<file path="config.mk">
export PLATFORM = sky130hd
export DESIGN_NAME = escalonador_semaforo
export DESIGN_NICKNAME = d
export VERILOG_FILES = /design/src/rtl/semaforo_pkg.sv /design/src/rtl/contador_fase.sv /design/src/rtl/escalonador_semaforo.sv
export SDC_FILE = /design/constraint.sdc
export NUM_CORES = 1
export LEC_CHECK = 0
export ABC_AREA = 1
export CORE_ASPECT_RATIO = 1.75
export CORE_MARGIN = 2
export CORE_UTILIZATION = 45
export DETAILED_ROUTE_END_ITERATION = 8
export GPL_ROUTABILITY_DRIVEN = 0
export MAX_ROUTING_LAYER = met4
export SYNTH_ARGS = -nofsm -noshare
export SYNTH_HDL_FRONTEND = slang
export SYNTH_SLANG_ARGS = --single-unit
</file>
<file path="constraint.sdc">
create_clock -name clk -period 7.7 [get_ports clk]
set_input_delay 1.54 -clock clk [delete_from_list [all_inputs] [get_ports clk]]
set_output_delay 1.54 -clock clk [all_outputs]
set_load 0.05 [all_outputs]
</file>
<file path="src/rtl/semaforo_pkg.sv">
// Shared types and constants for the two-way traffic-light phase scheduler.
// Lamp vectors are {red, yellow, green}.
package semaforo_pkg;

    typedef enum logic [2:0] {
        StAVerde,
        StAAmarelo,
        StLimp1,
        StBVerde,
        StBAmarelo,
        StLimp2
    } estado_e;

    localparam logic [2:0] VERMELHO_L = 3'b100;
    localparam logic [2:0] AMARELO_L  = 3'b010;
    localparam logic [2:0] VERDE_L    = 3'b001;

    localparam logic [7:0] VERDE   = 8'd3;
    localparam logic [7:0] AMARELO = 8'd1;
    localparam logic [7:0] VERDE_B = 8'd2;
    localparam logic [7:0] LIMPEZA = 8'd1;

    localparam logic [1:0] CFG_T_VERDE_A = 2'd0;
    localparam logic [1:0] CFG_T_AMARELO = 2'd1;
    localparam logic [1:0] CFG_T_VERDE_B = 2'd2;
    localparam logic [1:0] CFG_T_LIMPEZA = 2'd3;

    // Duration register that times a given phase.
    function automatic logic [1:0] fase_dur_sel(input estado_e s);
        logic [1:0] sel;
        sel = CFG_T_LIMPEZA;
        unique case (s)
            StAVerde:             sel = CFG_T_VERDE_A;
            StAAmarelo, StBAmarelo: sel = CFG_T_AMARELO;
            StBVerde:             sel = CFG_T_VERDE_B;
            default:              sel = CFG_T_LIMPEZA;
        endcase
        return sel;
    endfunction

endpackage

</file>
<file path="src/rtl/contador_fase.sv">
// Loadable phase down-counter with zero flag; a load of 0 behaves like a load of 1.
module contador_fase #(
    parameter int unsigned     Width    = 8,
    parameter logic [Width-1:0] ResetVal = '0
) (
    input  logic             clk_i,
    input  logic             rst_ni,
    input  logic             load_i,
    input  logic [Width-1:0] dur_i,
    output logic             zero_o
);

    logic [Width-1:0] cnt_q, cnt_d;

    always_comb begin
        cnt_d = cnt_q;
        if (load_i) begin
            cnt_d = (dur_i == '0) ? '0 : dur_i - Width'(1);
        end else if (cnt_q != '0) begin
            cnt_d = cnt_q - Width'(1);
        end
    end

    always_ff @(posedge clk_i) begin
        if (!rst_ni) begin
            cnt_q <= ResetVal;
        end else begin
            cnt_q <= cnt_d;
        end
    end

    assign zero_o = (cnt_q == '0);

endmodule

</file>
<file path="src/rtl/escalonador_semaforo.sv">
// Two-way intersection phase scheduler with pedestrian-request truncation of A's green
// and a runtime-programmable duration register file.
module escalonador_semaforo
    import semaforo_pkg::*;
#(
    parameter int unsigned W         = 8,
    parameter int unsigned MIN_VERDE = 1
) (
    input  logic         clk,
    input  logic         rst,
    input  logic         bt,
    input  logic         cfg_we,
    input  logic [1:0]   cfg_sel,
    input  logic [W-1:0] cfg_data,
    output logic [2:0]   A,
    output logic [2:0]   B,
    output logic         ped_pend
);

    localparam logic [W-1:0] MinLim = W'(MIN_VERDE - 1);

    estado_e      state_q, state_d;
    logic [W-1:0] dur_q [4];
    logic [W-1:0] dur_d [4];
    logic [W-1:0] elapsed_q, elapsed_d;
    logic         ped_pend_q, ped_pend_d;
    logic         cnt_zero;
    logic         trunc;
    logic         load;
    logic [W-1:0] dur_load;

    // Config register file
    always_comb begin
        for (int i = 0; i < 4; i++) begin
            dur_d[i] = dur_q[i];
        end
        if (cfg_we) begin
            dur_d[cfg_sel] = cfg_data;
        end
    end

    always_ff @(posedge clk) begin
        if (!rst) begin
            dur_q[CFG_T_VERDE_A] <= W'(VERDE);
            dur_q[CFG_T_AMARELO] <= W'(AMARELO);
            dur_q[CFG_T_VERDE_B] <= W'(VERDE_B);
            dur_q[CFG_T_LIMPEZA] <= W'(LIMPEZA);
        end else begin
            for (int i = 0; i < 4; i++) begin
                dur_q[i] <= dur_d[i];
            end
        end
    end

    // State register
    always_ff @(posedge clk) begin
        if (!rst) begin
            state_q    <= StAVerde;
            elapsed_q  <= '0;
            ped_pend_q <= 1'b0;
        end else begin
            state_q    <= state_d;
            elapsed_q  <= elapsed_d;
            ped_pend_q <= ped_pend_d;
        end
    end

    assign trunc = (state_q == StAVerde) && ped_pend_q && (elapsed_q >= MinLim);

    // Next-state logic
    always_comb begin
        state_d = state_q;
        unique case (state_q)
            StAVerde:   if (cnt_zero || trunc) state_d = StAAmarelo;
            StAAmarelo: if (cnt_zero)          state_d = StLimp1;
            StLimp1:    if (cnt_zero)          state_d = StBVerde;
            StBVerde:   if (cnt_zero)          state_d = StBAmarelo;
            StBAmarelo: if (cnt_zero)          state_d = StLimp2;
            StLimp2:    if (cnt_zero)          state_d = StAVerde;
            default:                           state_d = StAVerde;
        endcase
    end

    // Entered phase latches the register value from before this edge's write.
    assign load     = (state_d != state_q);
    assign dur_load = dur_q[fase_dur_sel(state_d)];

    always_comb begin
        elapsed_d = '0;
        if (state_q == StAVerde && state_d == StAVerde) begin
            elapsed_d = (elapsed_q == '1) ? elapsed_q : elapsed_q + W'(1);
        end
    end

    // A new press on the serving edge keeps the request pending.
    assign ped_pend_d = bt | (ped_pend_q & ~(load && state_d == StBVerde));

    contador_fase #(
        .Width    (W),
        .ResetVal (W'(VERDE - 8'd1))
    ) u_contador (
        .clk_i  (clk),
        .rst_ni (rst),
        .load_i (load),
        .dur_i  (dur_load),
        .zero_o (cnt_zero)
    );

    // Output decode
    always_comb begin
        A = VERMELHO_L;
        B = VERMELHO_L;
        unique case (state_q)
            StAVerde:   A = VERDE_L;
            StAAmarelo: A = AMARELO_L;
            StBVerde:   B = VERDE_L;
            StBAmarelo: B = AMARELO_L;
            default: begin
                A = VERMELHO_L;
                B = VERMELHO_L;
            end
        endcase
    end

    assign ped_pend = ped_pend_q;

endmodule

</file>
==> results of run 1 <==
==> through the flow <==
stage / total power (W) / hold slack [ps]
after floorplan: 0.000768 / 429
after global placement: 0.000854 / 441
after detailed placement: 0.000853 / 453
after CTS: 0.00103 / 476
after global routing: 0.00110 / 485
final: 0.00102 / 482
==> power groups by stage <==
stage / Sequential, W / Clock, W / Combinational (W)
finish: 0.000270 / 0.000177 / 0.000573
global route: 0.000273 / 0.000188 / 0.000641
CTS: 0.000270 / 0.000183 / 0.000581
detailed placement: 0.000275 / 0 / 0.000578
global placement: 0.000275 / 0 / 0.000579
floorplan: 0.000271 / 0 / 0.000497
==> cells by family (layout without fill, tap and decap cells) <==
group                    after synthesis  after routing
adder cells (fa/ha/maj)                3              3
XOR/XNOR                               3              3
flip-flops                            44             44
buffers and inverters                 42             63
AO/OA/AOI/OAI                         53             53
AND/OR/NAND/NOR                      207            207
==> Yosys cell counts (2+ instances only) <==
cell      count
nand2_2      16
xor2_1        2
a21oi_2       4
inv_1        25
a21oi_1       7
nand3b_1      2
o21ai_1       4
nand3_2       6
o21ai_0      32
nor2_2        3
nand2_8       2
dfxtp_1      44
nand3_1      38
inv_2         8
nand2_1      53
nor3_1        5
clkbuf_1      4
nor2_4        2
nor2_1       74
nand2_4       4
ha_1          3
==> final cells by class <==
type	count	area, sq um	area share, %
clock buffer	6	72.6	2.61
clock inverter	2	35.0	1.26
inverter	34	128	4.59
multi-input combinational	266	1390	49.9
sequential	44	881	31.7
tap	55	68.8	2.48
timing repair buffer	21	208	7.47
==> critical path, delay by kind of cell, from the launching register on <==
family / cells / cell delay [ps]
buf+inv: 2 / 960
simple gates: 1 / 210
flops: 1 / 480
==> cell usage in the layout (no fill, tap or decap), drive strengths merged, types with 2 or more instances in the layout <==
master	instances
a21oi	12
clkbuf	6
clkdlybuf4s50	20
clkinv	2
dfxtp	44
ha	3
inv	33
nand2	75
nand3	44
nand3b	2
nor2	79
nor3	6
o21ai	38
xor2	2
==> registers in the layout (all words and copies together) (netlist names) <==
name              count
dur_q                32
u_contador.cnt_q      8
state_q               3
ped_pend              1
==> per-layer routing <==
layer	vias to the layer above	global-route usage, %	wire (um)
li1	1177	-	-
met1	1037	22.7	2300
met2	24	38.3	3230
met3	7	2.66	117
met4	0	9.06	89
met5	-	-	0
==> path summary, 6_finish.rpt <==
| kind | cells past startpoint | to | slack (ps) |
|---|---|---|---|
| hold reg to reg | 2 | dur_q[3][0]$_SDFFE_PN1P_ | 480 |
| setup reg to reg | 21 | u_contador.cnt_q[7]$_SDFFE_PN0P_ | 4780 |
| setup / recovery | 3 | B[0] | 4210 |
| hold / removal | 2 | dur_q[3][0]$_SDFFE_PN1P_ | 480 |
==> impl_metrics.json, run 1 <==
{
  "status": "finished clean",
  "power.switching_w": 0.000482,
  "vdd_drop_max_uv": 140,
  "die_area_sq_mm": 0.00610,
  "antennaDiodeCount": 0,
  "syn_nets": 369,
  "startpoint_type": "flip-flop",
  "setup_slack_ps": 4210,
  "yosys.area_share.simple_pct": 41.0,
  "vias_per_cell": 5.25,
  "hold_path_class": "flip-flop to flip-flop",
  "netlist_area_sq_mm": 0.00246,
  "p_comb_share_pct": 56.2,
  "antenna_found_initial": 0,
  "cp.arrival_ps": 1950,
  "worst_slew_pin_slew_ps": 951,
  "yosys_warnings": 0,
  "startpoint": "state_q[1]$_SDFF_PN0_",
  "h-tree-depth": 2,
  "cts-buffers-inserted": 5,
  "tns_ps": 0,
  "syn2layout_area_growth_pct": 12.9,
  "path_class": "flip-flop to output pin",
  "leakage_nw": 1.23,
  "synthAdderAreaFrac_pct": 1.53,
  "synth_xor_xnor_area_share_pct": 1.07,
  "place_ws_ps": 4160,
  "synth_top_area_share_pct": 35.8,
  "setup_viol": 0,
  "placed_cell_area_sq_mm": 0.00267,
  "synthArstFlopShare_pct": 0,
  "first_pass_iters": 4,
  "clk_pin_slew_ps": 80,
  "final_util_pct": 52.9,
  "post_cts_buffers": 0,
  "ys_ff_latch": 44,
  "ios": 21,
  "die_w_um": 59.9,
  "wire_per_inst_um": 13.4,
  "crit_chain": "inv_1, nor3_2, clkdlybuf4s50_1",
  "path_max_fanout": 8,
  "finalHoldViolCount": 0,
  "worstHoldStart": "dur_q[3][0]$_SDFFE_PN1P_",
  "synth_compound_area_share_pct": 12.7,
  "fin_worst_skew_ps": 5.09,
  "cts.sinks": 44,
  "finalNonFillerCells": 428,
  "nets": 389,
  "clockPowerShare_pct": 17.4,
  "synth_area_leader_cell": "dfxtp_1",
  "overflow": 0,
  "grt_max_degree": 35,
  "min_period_ps": 3490,
  "fin_crit_sh_pct": 45.3,
  "nFillCells": 552,
  "dp.cells": 420,
  "drt-total-wl_um": 5730,
  "dieHeight_um": 102,
  "crit_path_end_kind": "output pin",
  "avgSynthCellArea_sq_um": 6.99,
  "maxCapViolations": 0,
  "rsz0062_at_grt": "false",
  "r2r_start": "u_contador.cnt_q[0]$_SDFFE_PN0P_",
  "core_area_sq_mm": 0.00526,
  "grt_usage_pct": 21.3,
  "ctsResizeCount": 0,
  "root_buffer": "clkbuf_8",
  "synth_top_family_by_area": "simple AND/OR/NAND/NOR gates",
  "synth_area_leaders": "dfxtp_1 (36%), nor2_1 (11%), nand2_1 (8.1%)",
  "swShare_pct": 47.2,
  "syn_inst": 352,
  "cts_tree": "yes",
  "clk_latency_ps": 300,
  "drc": 0,
  "dp_hpwl_um": 4380,
  "first_global_vias": 2149,
  "cts_buffer_depth": 2,
  "ys.flop_type": "dfxtp_1",
  "slew_headroom_pct": 36.1,
  "crit_path_top_delay_cell": "clkdlybuf4s50_1",
  "initial_core_util_pct": 46.8,
  "hold_buffers": 0,
  "fmax_ghz": 0.287,
  "stdcell_area_sq_mm": 0.00278,
  "placementRows": 35,
  "grt_pass1_wl_um": 9690,
  "muxShareOfSynthArea_pct": 0,
  "critPathMaxStageDelay_ps": 850,
  "synth_edf_count": 0,
  "ant_nets": 0,
  "internal_power_w": 0.000539,
  "pwr-share-seq_pct": 26.5,
  "io_buffers": 20,
  "ys_seq_area_share_pct": 35.8,
  "drv_slew": 0,
  "layout-drive-gt1-share_pct": 15.3,
  "num_vias": 2245,
  "drtIter0Drc": 86,
  "synthDistinctLibCells": 35,
  "critPathRequiredTime_ps": 6160,
  "power_density_mw_per_mm2": 367
}
(Power assumes the default switching activity.)
==> run 2, diff against run 1 <==
PLACE_DENSITY = 0.67   (was default)
clock period = 3.02 ns   (was 7.7 ns; I/O delays follow)
==> impl_metrics.json, run 2 (synthesized netlist as in run 1, its figures left out) <==
{
  "nets": 400,
  "rsz0062_at_grt": "false",
  "path_common_cell": "nand2_1",
  "first_global_vias": 2129,
  "layout_common_cells": "nor2_1 (74), nand2_1 (53), dfxtp_1 (44)",
  "io_buffers": 20,
  "num_vias": 2298,
  "tns_ps": 0,
  "ant_nets": 0,
  "placementRows": 35,
  "path_max_fanout": 15,
  "wire_per_inst_um": 13.2,
  "initial_core_util_pct": 46.8,
  "drv_slew": 0,
  "h-tree-depth": 2,
  "cts_buffer_depth": 2,
  "top_register": "dur_q",
  "overflow": 0,
  "antennaDiodeCount": 0,
  "cts_tree": "yes",
  "pwr-share-seq_pct": 26.2,
  "vdd_drop_max_uv": 425,
  "dp_hpwl_um": 4460,
  "vias_per_cell": 5.23,
  "highest_layer": "met4",
  "setup_slack_ps": 283,
  "antenna_found_initial": 0,
  "die_w_um": 59.9,
  "wl_met3_um": 137,
  "layout-drive-gt1-share_pct": 18.0,
  "wl_met1_um": 2270,
  "critPathRequiredTime_ps": 3250,
  "maxCapViolations": 0,
  "crit_path_top_delay_cell": "dfxtp_1",
  "first_pass_iters": 4,
  "final_common_cell": "nor2_1",
  "fmax_ghz": 0.365,
  "power_density_mw_per_mm2": 927,
  "crit_path_end_kind": "flip-flop",
  "fin_crit_sh_pct": 90.6,
  "grt_usage_pct": 21.5,
  "routed-wl-met2_um": 3200,
  "cp_num_buf_inv": 2,
  "largest_reg_flops": 32,
  "clk_latency_ps": 300,
  "hold_buffers": 0,
  "die_area_sq_mm": 0.00610,
  "worst_hold_slack_ps": 470,
  "dieHeight_um": 102,
  "critPathTopFamily": "simple AND/OR/NAND/NOR gates",
  "drtIter0Drc": 130,
  "p_comb_share_pct": 59.6,
  "cp.arrival_ps": 2970,
  "power.switching_w": 0.00126,
  "reg_top3": "dur_q: 32 flops, u_contador.cnt_q: 8 flops, state_q: 3 flops",
  "finalHoldViolCount": 0,
  "slew_headroom_pct": 67.0,
  "clk_pin_slew_ps": 80,
  "startpoint_type": "flip-flop",
  "drc": 0,
  "cts.sinks": 44,
  "core_area_sq_mm": 0.00526,
  "min_period_ps": 2740,
  "status": "finished clean",
  "internal_power_w": 0.00138,
  "drt-total-wl_um": 5780,
  "place_ws_ps": 202,
  "ios": 21,
  "critPathMaxStageDelay_ps": 320,
  "swShare_pct": 47.6,
  "crit_chain": "inv_1, ha_1, nand3_1, nor2_4, nand3_1, nand2_2, nand2_4, nand2_4, nand2_8, nand2_8, nand2_1, o21ai_1, nand2_1, nand2_1, inv_1, ha_2, nand2_1, nor2_2, a21oi_4, nand2_1, a21oi_2",
  "cts-buffers-inserted": 5,
  "grt_pass1_wl_um": 9730,
  "worst_slew_pin_slew_ps": 493,
  "path_class": "flip-flop to flip-flop",
  "syn2layout_area_growth_pct": 15.6,
  "clockPowerShare_pct": 14.2,
  "fin_worst_skew_ps": 8.87,
  "root_buffer": "clkbuf_8",
  "hold_path_class": "flip-flop to flip-flop",
  "setup_viol": 0,
  "leakage_nw": 1.26,
  "grt_max_degree": 35
}
==> run 2: worst paths after layout <==
kind,startpoint,end,slack [ps],depth (start not counted)
worst min register to register,dur_q[2][0]$_SDFFE_PN0P_,dur_q[2][0]$_SDFFE_PN0P_,470,2
worst max register to register,u_contador.cnt_q[0]$_SDFFE_PN0P_,u_contador.cnt_q[3]$_SDFFE_PN0P_,280,21
worst min-delay path,dur_q[2][0]$_SDFFE_PN0P_,dur_q[2][0]$_SDFFE_PN0P_,470,2
worst max-delay path,u_contador.cnt_q[0]$_SDFFE_PN0P_,u_contador.cnt_q[3]$_SDFFE_PN0P_,280,21
==> run 2: routing by layer <==
metal	vias up	global-route usage [%]
li1	1198	-
met1	1054	22.8
met2	34	38.5
met3	12	2.41
met4	0	9.40
met5	-	-
==> run 2: worst reg2reg max path, cell delays in order, from the launching register on <==
cell and delay [ps]:
dfxtp_1 320, inv_1 110, ha_1 180, nand3_1 120, nor2_4 150, nand3_1 90, nand2_2 110, nand2_4 70
nand2_4 100, nand2_8 100, nand2_8 130, nand2_1 60, o21ai_1 70, nand2_1 60, nand2_1 90, inv_1 90
ha_2 200, nand2_1 80, nor2_2 50, a21oi_4 250, nand2_1 130, a21oi_2 130
==> run 2: final cells by class <==
type	count	area, sq um
clock buffer	6	72.6
multi-input combinational	266	1390
sequential	44	881
timing repair buffer	32	290
fill	538	2410
inverter	34	128
tap	55	68.8
clock inverter	2	16.3
==> run 2: what timing repair did <==
item / 4_1_cts / 5_1_grt
resized for setup: 0 / 1
setup buffers: 0 / 5
endpoints found under the hold margin: 0 / 0
setup endpoints to repair: 0 / 7
==> run 2: power by group through the flow <==
stage	Sequential, W	Combinational [W]	Clock [W]
after floorplan	0.000692	0.00127	0
after global placement	0.000704	0.00146	0
after detailed placement	0.000704	0.00148	0
after CTS	0.000691	0.00148	0.000386
after global routing	0.000699	0.00174	0.000405
final	0.000691	0.00157	0.000375
==> run 2: per-stage QoR <==
stage               total power [W]  cell area, sq um  std cells  util [%]
floorplan                   0.00196              2460        352         -
global placement            0.00216              2720        426      51.7
detailed placement          0.00218              2720        426      51.7
CTS                         0.00256              2810        434      53.4
global route                0.00285              2850        439      54.1
finish                      0.00264              2850        439      54.1
